==> src/rtl/matrix_pkg.sv <==
// rtl/matrix_pkg.sv - shared constants for the matrix storage read path
package matrix_pkg;

    localparam int DATA_SIZE = 16;
    localparam int MAX_LAYER = 5;
    localparam int SIZE      = 3;
    localparam int ROW_W     = DATA_SIZE * SIZE;
    localparam int IDX_W     = 32;

    localparam logic [1:0] ST_IDLE  = 2'd0;
    localparam logic [1:0] ST_ISSUE = 2'd1;
    localparam logic [1:0] ST_DRAIN = 2'd2;

endpackage

==> src/rtl/row_fifo2.sv <==
// rtl/row_fifo2.sv - two-entry synchronous FIFO holding returned row words
module row_fifo2 #(
    parameter int W = 8
) (
    input  logic         clk,
    input  logic         rst_n,
    input  logic         push_i,
    input  logic [W-1:0] push_data_i,
    input  logic         pop_i,
    output logic [W-1:0] head_o,
    output logic         valid_o,
    output logic [1:0]   count_o
);

    logic [W-1:0] mem_q [2];
    logic         wr_ptr_q;
    logic         rd_ptr_q;
    logic [1:0]   count_q;
    logic         do_push;
    logic         do_pop;

    assign do_pop  = pop_i && (count_q != 2'd0);
    assign do_push = push_i && ((count_q != 2'd2) || do_pop);

    always_ff @(posedge clk or negedge rst_n) begin
        if (!rst_n) begin
            mem_q[0] <= '0;
            mem_q[1] <= '0;
            wr_ptr_q <= 1'b0;
            rd_ptr_q <= 1'b0;
            count_q  <= 2'd0;
        end else begin
            if (do_push) begin
                mem_q[wr_ptr_q] <= push_data_i;
                wr_ptr_q        <= ~wr_ptr_q;
            end
            if (do_pop) begin
                rd_ptr_q <= ~rd_ptr_q;
            end
            case ({do_push, do_pop})
                2'b10:   count_q <= count_q + 2'd1;
                2'b01:   count_q <= count_q - 2'd1;
                default: count_q <= count_q;
            endcase
        end
    end

    assign head_o  = mem_q[rd_ptr_q];
    assign valid_o = (count_q != 2'd0);
    assign count_o = count_q;

    // The reader's credit scheme must never let a push land on a full FIFO
    no_overflow: assert property (@(posedge clk) disable iff (!rst_n)
        !(push_i && (count_q == 2'd2) && !pop_i));

endmodule

==> src/rtl/matrix_row_reader.sv <==
// rtl/matrix_row_reader.sv - walks all rows of one layer in matrix_storage and streams them out
module matrix_row_reader
    import matrix_pkg::*;
#(
    parameter int data_size = DATA_SIZE,
    parameter int max_layer = MAX_LAYER,
    parameter int size      = SIZE
) (
    input  logic                      clk,
    input  logic                      rst_n,
    input  logic                      start,
    input  logic [IDX_W-1:0]          start_layer,
    output logic                      busy,
    output logic                      done,
    output logic                      error,
    output logic                      mem_is_read,
    output logic [IDX_W-1:0]          mem_read_layer_index,
    output logic [IDX_W-1:0]          mem_read_row_index,
    input  logic [data_size*size-1:0] mem_read_data,
    output logic                      out_valid,
    input  logic                      out_ready,
    output logic [data_size*size-1:0] out_data,
    output logic [IDX_W-1:0]          out_row_index,
    output logic                      out_last
);

    localparam int RW    = $clog2(size) + 1;
    localparam int ROWW  = data_size * size;
    localparam int PW    = RW + 1 + ROWW;

    logic [1:0]       state_q,        state_d;
    logic [IDX_W-1:0] layer_q,        layer_d;
    logic [RW-1:0]    issue_row_q,    issue_row_d;
    logic             inflight_q,     inflight_d;
    logic [RW-1:0]    inflight_row_q, inflight_row_d;
    logic             done_q,         done_d;
    logic             error_q,        error_d;

    logic             pop;
    logic             issue;
    logic [2:0]       occupancy;
    logic [1:0]       fifo_count;
    logic [PW-1:0]    push_payload;
    logic [PW-1:0]    head;
    logic [RW-1:0]    head_row;

    assign pop = out_valid && out_ready;

    // Rows buffered plus the one in flight, minus the one leaving now, must stay below 2
    assign occupancy = {1'b0, fifo_count} + {2'b00, inflight_q} - {2'b00, pop};
    assign issue     = (state_q == ST_ISSUE) && (occupancy < 3'd2);

    assign push_payload = {inflight_row_q, (inflight_row_q == RW'(size - 1)), mem_read_data};

    row_fifo2 #(
        .W (PW)
    ) u_fifo (
        .clk         (clk),
        .rst_n       (rst_n),
        .push_i      (inflight_q),
        .push_data_i (push_payload),
        .pop_i       (pop),
        .head_o      (head),
        .valid_o     (out_valid),
        .count_o     (fifo_count)
    );

    always_comb begin
        state_d        = state_q;
        layer_d        = layer_q;
        issue_row_d    = issue_row_q;
        inflight_d     = issue;
        inflight_row_d = issue ? issue_row_q : inflight_row_q;
        done_d         = 1'b0;
        error_d        = 1'b0;
        case (state_q)
            ST_IDLE: begin
                if (start) begin
                    if (start_layer < IDX_W'(max_layer)) begin
                        layer_d     = start_layer;
                        issue_row_d = '0;
                        inflight_d  = 1'b0;
                        state_d     = ST_ISSUE;
                    end else begin
                        error_d = 1'b1;
                    end
                end
            end
            ST_ISSUE: begin
                if (issue) begin
                    issue_row_d = issue_row_q + RW'(1);
                    if (issue_row_q == RW'(size - 1)) begin
                        state_d = ST_DRAIN;
                    end
                end
            end
            ST_DRAIN: begin
                // Finish on the cycle the last buffered row leaves, so busy and done line up
                if (!inflight_q && ((fifo_count == 2'd0) || ((fifo_count == 2'd1) && pop))) begin
                    state_d = ST_IDLE;
                    done_d  = 1'b1;
                end
            end
            default: state_d = ST_IDLE;
        endcase
    end

    always_ff @(posedge clk or negedge rst_n) begin
        if (!rst_n) begin
            state_q        <= ST_IDLE;
            layer_q        <= '0;
            issue_row_q    <= '0;
            inflight_q     <= 1'b0;
            inflight_row_q <= '0;
            done_q         <= 1'b0;
            error_q        <= 1'b0;
        end else begin
            state_q        <= state_d;
            layer_q        <= layer_d;
            issue_row_q    <= issue_row_d;
            inflight_q     <= inflight_d;
            inflight_row_q <= inflight_row_d;
            done_q         <= done_d;
            error_q        <= error_d;
        end
    end

    assign busy                 = (state_q != ST_IDLE);
    assign done                 = done_q;
    assign error                = error_q;
    assign mem_is_read          = issue;
    assign mem_read_layer_index = layer_q;
    assign mem_read_row_index   = (state_q == ST_IDLE) ? '0 : IDX_W'(issue_row_q);

    assign head_row      = head[PW-1 -: RW];
    assign out_last      = head[ROWW];
    assign out_data      = head[ROWW-1:0];
    assign out_row_index = IDX_W'(head_row);

endmodule
==> config.mk <==
export PLATFORM = sky130hd
export DESIGN_NAME = matrix_row_reader
export DESIGN_NICKNAME = d
export VERILOG_FILES = /design/src/rtl/matrix_pkg.sv /design/src/rtl/row_fifo2.sv /design/src/rtl/matrix_row_reader.sv
export SDC_FILE = /design/constraint.sdc
export NUM_CORES = 1
export LEC_CHECK = 0
export ABC_AREA = 1
export CAP_MARGIN = 5
export CORE_ASPECT_RATIO = 1.2
export CORE_MARGIN = 5
export CORE_UTILIZATION = 30
export CTS_BUF_LIST = sky130_fd_sc_hd__clkbuf_2 sky130_fd_sc_hd__clkbuf_4 sky130_fd_sc_hd__clkbuf_8
export CTS_CLUSTER_SIZE = 28
export DETAILED_ROUTE_END_ITERATION = 7
export DONT_BUFFER_PORTS = 1
export PLACE_DENSITY = 0.49
export SYNTH_ARGS = -nofsm -noshare
export SYNTH_HDL_FRONTEND = slang
export SYNTH_SLANG_ARGS = --single-unit
==> constraint.sdc <==
create_clock -name clk -period 6.5 [get_ports clk]
set_input_delay 0.975 -clock clk [delete_from_list [all_inputs] [get_ports clk]]
set_output_delay 0.975 -clock clk [all_outputs]
set_load 0.02 [all_outputs]
After elaboration in Yosys (flattened, before gate mapping)
Index checks and enable logic that the tools add are counted.

Add/sub/neg operators: 5. $lt $le $gt $ge: 5. Eq/ne operators: 13. Mux-type cells: 26. Bitwise logic cells: 4. Reductions and logical operators: 19.

Operators by type and width (count): $mux W52 (4); $bwmux W104 (1); $demux W52 S1 (1); $lt A32 B3 Y1 const B (1); $mux W3 (4); $mux W2 (5); $ne A2 B2 Y1 const B (5); $mux W1 (8); $reduce_bool A2 Y1 (4); $logic_and A1 B1 Y1 (7); $eq A2 B1 Y1 const B (3); $eq A3 B2 Y1 const B (2); $pmux W2 S3 (1); $pmux W3 S2 (1); $reduce_and A5 Y1 (1); $eq A2 B2 Y1 const B (2); $ge A2 B2 Y1 const B (2); $logic_not A2 Y1 (2); $not A1 Y2 (2); $pmux W2 S2 (1); $reduce_and A4 Y1 (1); $add A2 B1 Y3 (1); $add A3 B1 Y3 const B (1); $lt A3 B2 Y1 const B (1); 9 further kinds (11).

Bits in registers: 151. Input bits: 84. Output and inout port bits: 150. Word-level logic and storage cells: 84.

Longest topological paths before layout
Word-level depth: 8. Gate-level depth with buffers: 16. Depth with buffers taken out: 16.

Modules after synthesis
Synthesis repeated with hierarchy kept, for this count alone.

Cell total of the unflattened synthesis: 931. Area total of the unflattened synthesis: 7499.7 sq um.

By module, submodules not included: row_fifo2 (times used 1, cells each 655, area each 5170.0 sq um, sequential area each 2702.6 sq um); matrix_row_reader (times used 1, cells each 276, area each 2329.7 sq um, sequential area each 1076.0 sq um).

Least setup slack after synthesis
Ideal clock, no wire load.

Path kind: input to output. Start: input out_ready. End: output mem_is_read. Data arrival time: 2.394 ns. Required time: 5.525 ns. Path slack: 3.131 ns. Stages: 8. Path buffers: 0. Cell sequence: inv_1 -> nor2_1 -> ha_1 -> inv_1 -> nand2_1 -> fa_1 -> nand3_1 -> nor2_4.

Longest elaborated chain between the ends: 4.

Ends and longest elaborated chain: start: declaration (RTL line matrix_row_reader.sv:21) `input logic out_ready,`; $logic_and A1 B1 Y1 (RTL line matrix_row_reader.sv:47) `assign pop = out_valid && out_ready;`; $sub A3 B1 Y3 (RTL line matrix_row_reader.sv:50) `assign occupancy = {1'b0, fifo_count} + {2'b00, inflight_q} - {2'b00, pop};`; $lt A3 B2 Y1 (RTL line matrix_row_reader.sv:51) `assign issue = (state_q == ST_ISSUE) && (occupancy < 3'd2);`; $logic_and A1 B1 Y1 (RTL line matrix_row_reader.sv:51); end: declaration (RTL line matrix_row_reader.sv:16) `output logic mem_is_read,`.

Every way passes these cells.

Final worst setup path
Start: register u_fifo.count_q[1], in the netlist u_fifo.count_o[1]. End: output mem_is_read.

Longest elaborated chain between the ends: 5. Elaborated cells between the ends (all ways): 6. Classes of those cells: add/sub: 2; order compare: 1; reduce/logical: 3.

Ends and longest elaborated chain: start: declaration (RTL line row_fifo2.sv:18) `logic [1:0] count_q;`; start signal: assignment (RTL line row_fifo2.sv:41) `2'b10: count_q <= count_q + 2'd1;`; start signal: assignment (RTL line row_fifo2.sv:42) `2'b01: count_q <= count_q - 2'd1;`; start signal: assignment (RTL line row_fifo2.sv:43) `default: count_q <= count_q;`; branches (longest 2 deep; another with $add A2 B1 Y3); $sub A3 B1 Y3 * (RTL line matrix_row_reader.sv:50); $lt A3 B2 Y1 * (RTL line matrix_row_reader.sv:51); $logic_and A1 B1 Y1 * (RTL line matrix_row_reader.sv:51).

Every way passes the cells marked *.

==> impl_metrics.toml <==
[run_status]
status = "finished, final reports clean"

[final_layout]
ff_latch_area_um2 = 3780
syn_to_final_growth_pct = 4.78
fillCellCount = 2660
post-route-util = 0.316
final_cells = 1182
drive_gt1_frac = 0.149
multi_input_area_um2 = 2670
antennaDiodeCount = 0
nets = 936

[worst_setup_path]
critPathRequiredTime_ns = 5.52
slowest_stage = "fa_1"
cp_num_buf_inv = 2
reg2reg_depth = 12
path_class = "flip-flop to output port"
worstPathCellList = "inv_1 -> ha_1 -> nor2_1 -> ha_1 -> inv_1 -> nand2_1 -> fa_1 -> nand3_1 -> nor2_4"
start_kind = "flip-flop"
endpoint_kind = "output port"
crit_cells = 9
critPathMaxFanout = 6
cp_top_family = "adder cells"
cp_slowest_stage_delay_ns = 0.48
crit_arrival_ns = 2.81

[power]
seq_power_share = 0.437
ir_drop_v = 0.000192
clock_power_share = 0.311
p_int_w = 0.00153
powerDensity_nw_per_um2 = 321
power_switching_w = 0.000954
total_power_w = 0.00248
p_comb_frac = 0.252
swShare = 0.384
p_leak_nw = 4.26

[route]
drt-pass1-iter-count = 4
routed_wl_mm = 16.1
post_drt_wl_per_cell_um = 13.6
viasPerCell = 4.13
drc = 0
drtAntennaViolNets = 0
vias = 4883
drt_iter0_drc = 206

[clock_network]
cts_sinks = 151
cts_buffers = 17
tritoncts = "done"
cts_setup_buffers = 0
clk_path_buf_depth = 2
cts.htree.levels = 4
cts_hold_buf = 0
clkLatencyLatePin_ns = 0.46
clkSlewWorstSetupHoldPaths_ns = 0.09
cts_resized = 0
cts_root_buf = "clkbuf_8"

[floorplanning]
fp-row-count = 63
core_um2 = 24500
io_pins = 234
fp.dieH_um = 182
die_w_um = 153
initial_core_util = 0.301
die_area_um2 = 27900

[sta]
min_period_over_period = 0.583
timing.fmax_mhz = 264
slew-limit-headroom = 0.315
rsz0062_at_grt = "no"
final.setup.worst_slack_ns = 2.71
hold_viol = 0
slew_viol_final = 0
period_needed_ns = 3.79
finalSetupTns_ns = 0
setup_viol = 0
worst_slew_pin_slew_ns = 1.03
finClkSkew_ns = 0.0106

[grt]
grt_max_degree = 152
grt_pass1_vias = 4759
gr-total-overflow = 0
grt.total_usage = 0.117
grt_pass1_wl_mm = 25.8
antenna_found_initial = 0

[synth]
ys_ff_latch = 151
yosysTopAreaCell = "dfrtp_1"
synth_common_cells = "317 x nand2_1, 151 x dfrtp_1, 111 x inv_1, 72 x o21ai_2, 58 x buf_4"
ys_seq_area_frac = 0.512
synth_top_cell_area_share = 0.512
synth_edf_count = 0
synthCells = 858
async_flop_share = 1.00
yosysWarnings = 0
syn_avg_cell_area_um2 = 8.60
ys_types = 26
synth_most_common_cell = "nand2_1"
synth_area_leaders = "dfrtp_1 51%, nand2_1 16%, o21ai_2 8.5%, buf_4 5.9%, inv_1 5.6%"
synth-main-ff-cell = "dfrtp_1"
netlist_area_um2 = 7380

[min_path]
hold_class = "input pin to asynchronous set/reset pin"

[job]
cap_violations = 0

[placed_design]
placed_cells = 1150
gp_congestion = 0.718
port-buffer-count = 0
dp_hpwl_mm = 10.5
post-place-ws_ns = 2.96
## final cells by class
type	instances	area share
sequential	151	0.489
multi-input combinational	556	0.345
inverter	114	0.0560
clock inverter	15	0.0233
timing repair buffer	4	0.00388
clock buffer	17	0.0302
tap	325	0.0526
## power by group through the flow
stage | clock, W | sequential, W | combinational, W
final | 0.000772 | 0.00109 | 0.000627
after detailed placement | 0 | 0.00111 | 0.000644
after global placement | 0 | 0.00110 | 0.000642
after global routing | 0.000846 | 0.00110 | 0.000705
after floorplan | 0 | 0.00109 | 0.000544
after CTS | 0.000811 | 0.00109 | 0.000647
## cell families (layout without fill, tap and decap cells)
logic type	count (synthesis)	after routing	share of synthesized area
other	1	58	0.000508
adders and majority gates	8	8	0.0146
AOI/OAI and AO/OA	113	113	0.114
buffers and inverters	208	150	0.155
DFF	151	151	0.512
and+or+nand+nor	373	373	0.199
xor gates and xnor gates	4	4	0.00475
## cells in the final DEF (no fill, tap or decap), drive strengths merged
cell / count
o21ai: 108
fa: 1
nand3: 8
conb: 58
xnor2: 3
ha: 7
clkbuf: 17
nand2: 328
clkinv: 1
dfrtp: 151
nor2: 33
bufinv: 2
nand4: 2
o31ai: 1
clkinvlp: 1
xor2: 1
inv: 125
nor3: 2
a21oi: 4
buf: 4
## final timing paths
| kind | slack [ns] | endpoint | startpoint |
|---|---|---|---|
| max | 2.71 | mem_is_read | u_fifo.count_o[1]$_DFFE_PN0P_ |
| min | 0.21 | mem_read_layer_index[15]$_DFFE_PN0P_ | rst_n |
| max reg2reg | 3.77 | inflight_row_q[0]$_DFFE_PN0P_ | u_fifo.count_o[1]$_DFFE_PN0P_ |
| min reg2reg | 0.48 | u_fifo.mem_q[47]$_DFFE_PN0P_ | u_fifo.mem_q[47]$_DFFE_PN0P_ |
| max in group asynchronous | 5.92 | u_fifo.mem_q[84]$_DFFE_PN0P_ | rst_n |
| min in group clk | 0.48 | u_fifo.mem_q[47]$_DFFE_PN0P_ | u_fifo.mem_q[47]$_DFFE_PN0P_ |
## registers in the layout, summed over array words and instances, names as in the netlist
register,cells
u_fifo.mem_q,104
mem_read_layer_index,32
inflight_row_q,3
issue_row_q,3
state_q,2
u_fifo.count_o,2
done,1
error,1
inflight_q,1
u_fifo.rd_ptr_q,1
u_fifo.wr_ptr_q,1
## through the flow
step           cell area, um2  hold WS [ns]
3_5_place_dp             7320         0.464
5_1_grt                  7730         0.137
2_1_floorplan            7600         0.442
3_3_place_gp             7320         0.461
4_1_cts                  7730         0.137
6_report                 7730         0.207
## routing by layer
metal,global-route usage,part of all wire
met1,0.141,0.42
met2,0.183,0.46
met3,0.0558,0.10
met4,0.0374,0.013
met5,0,0
(Power assumes the default switching activity.)
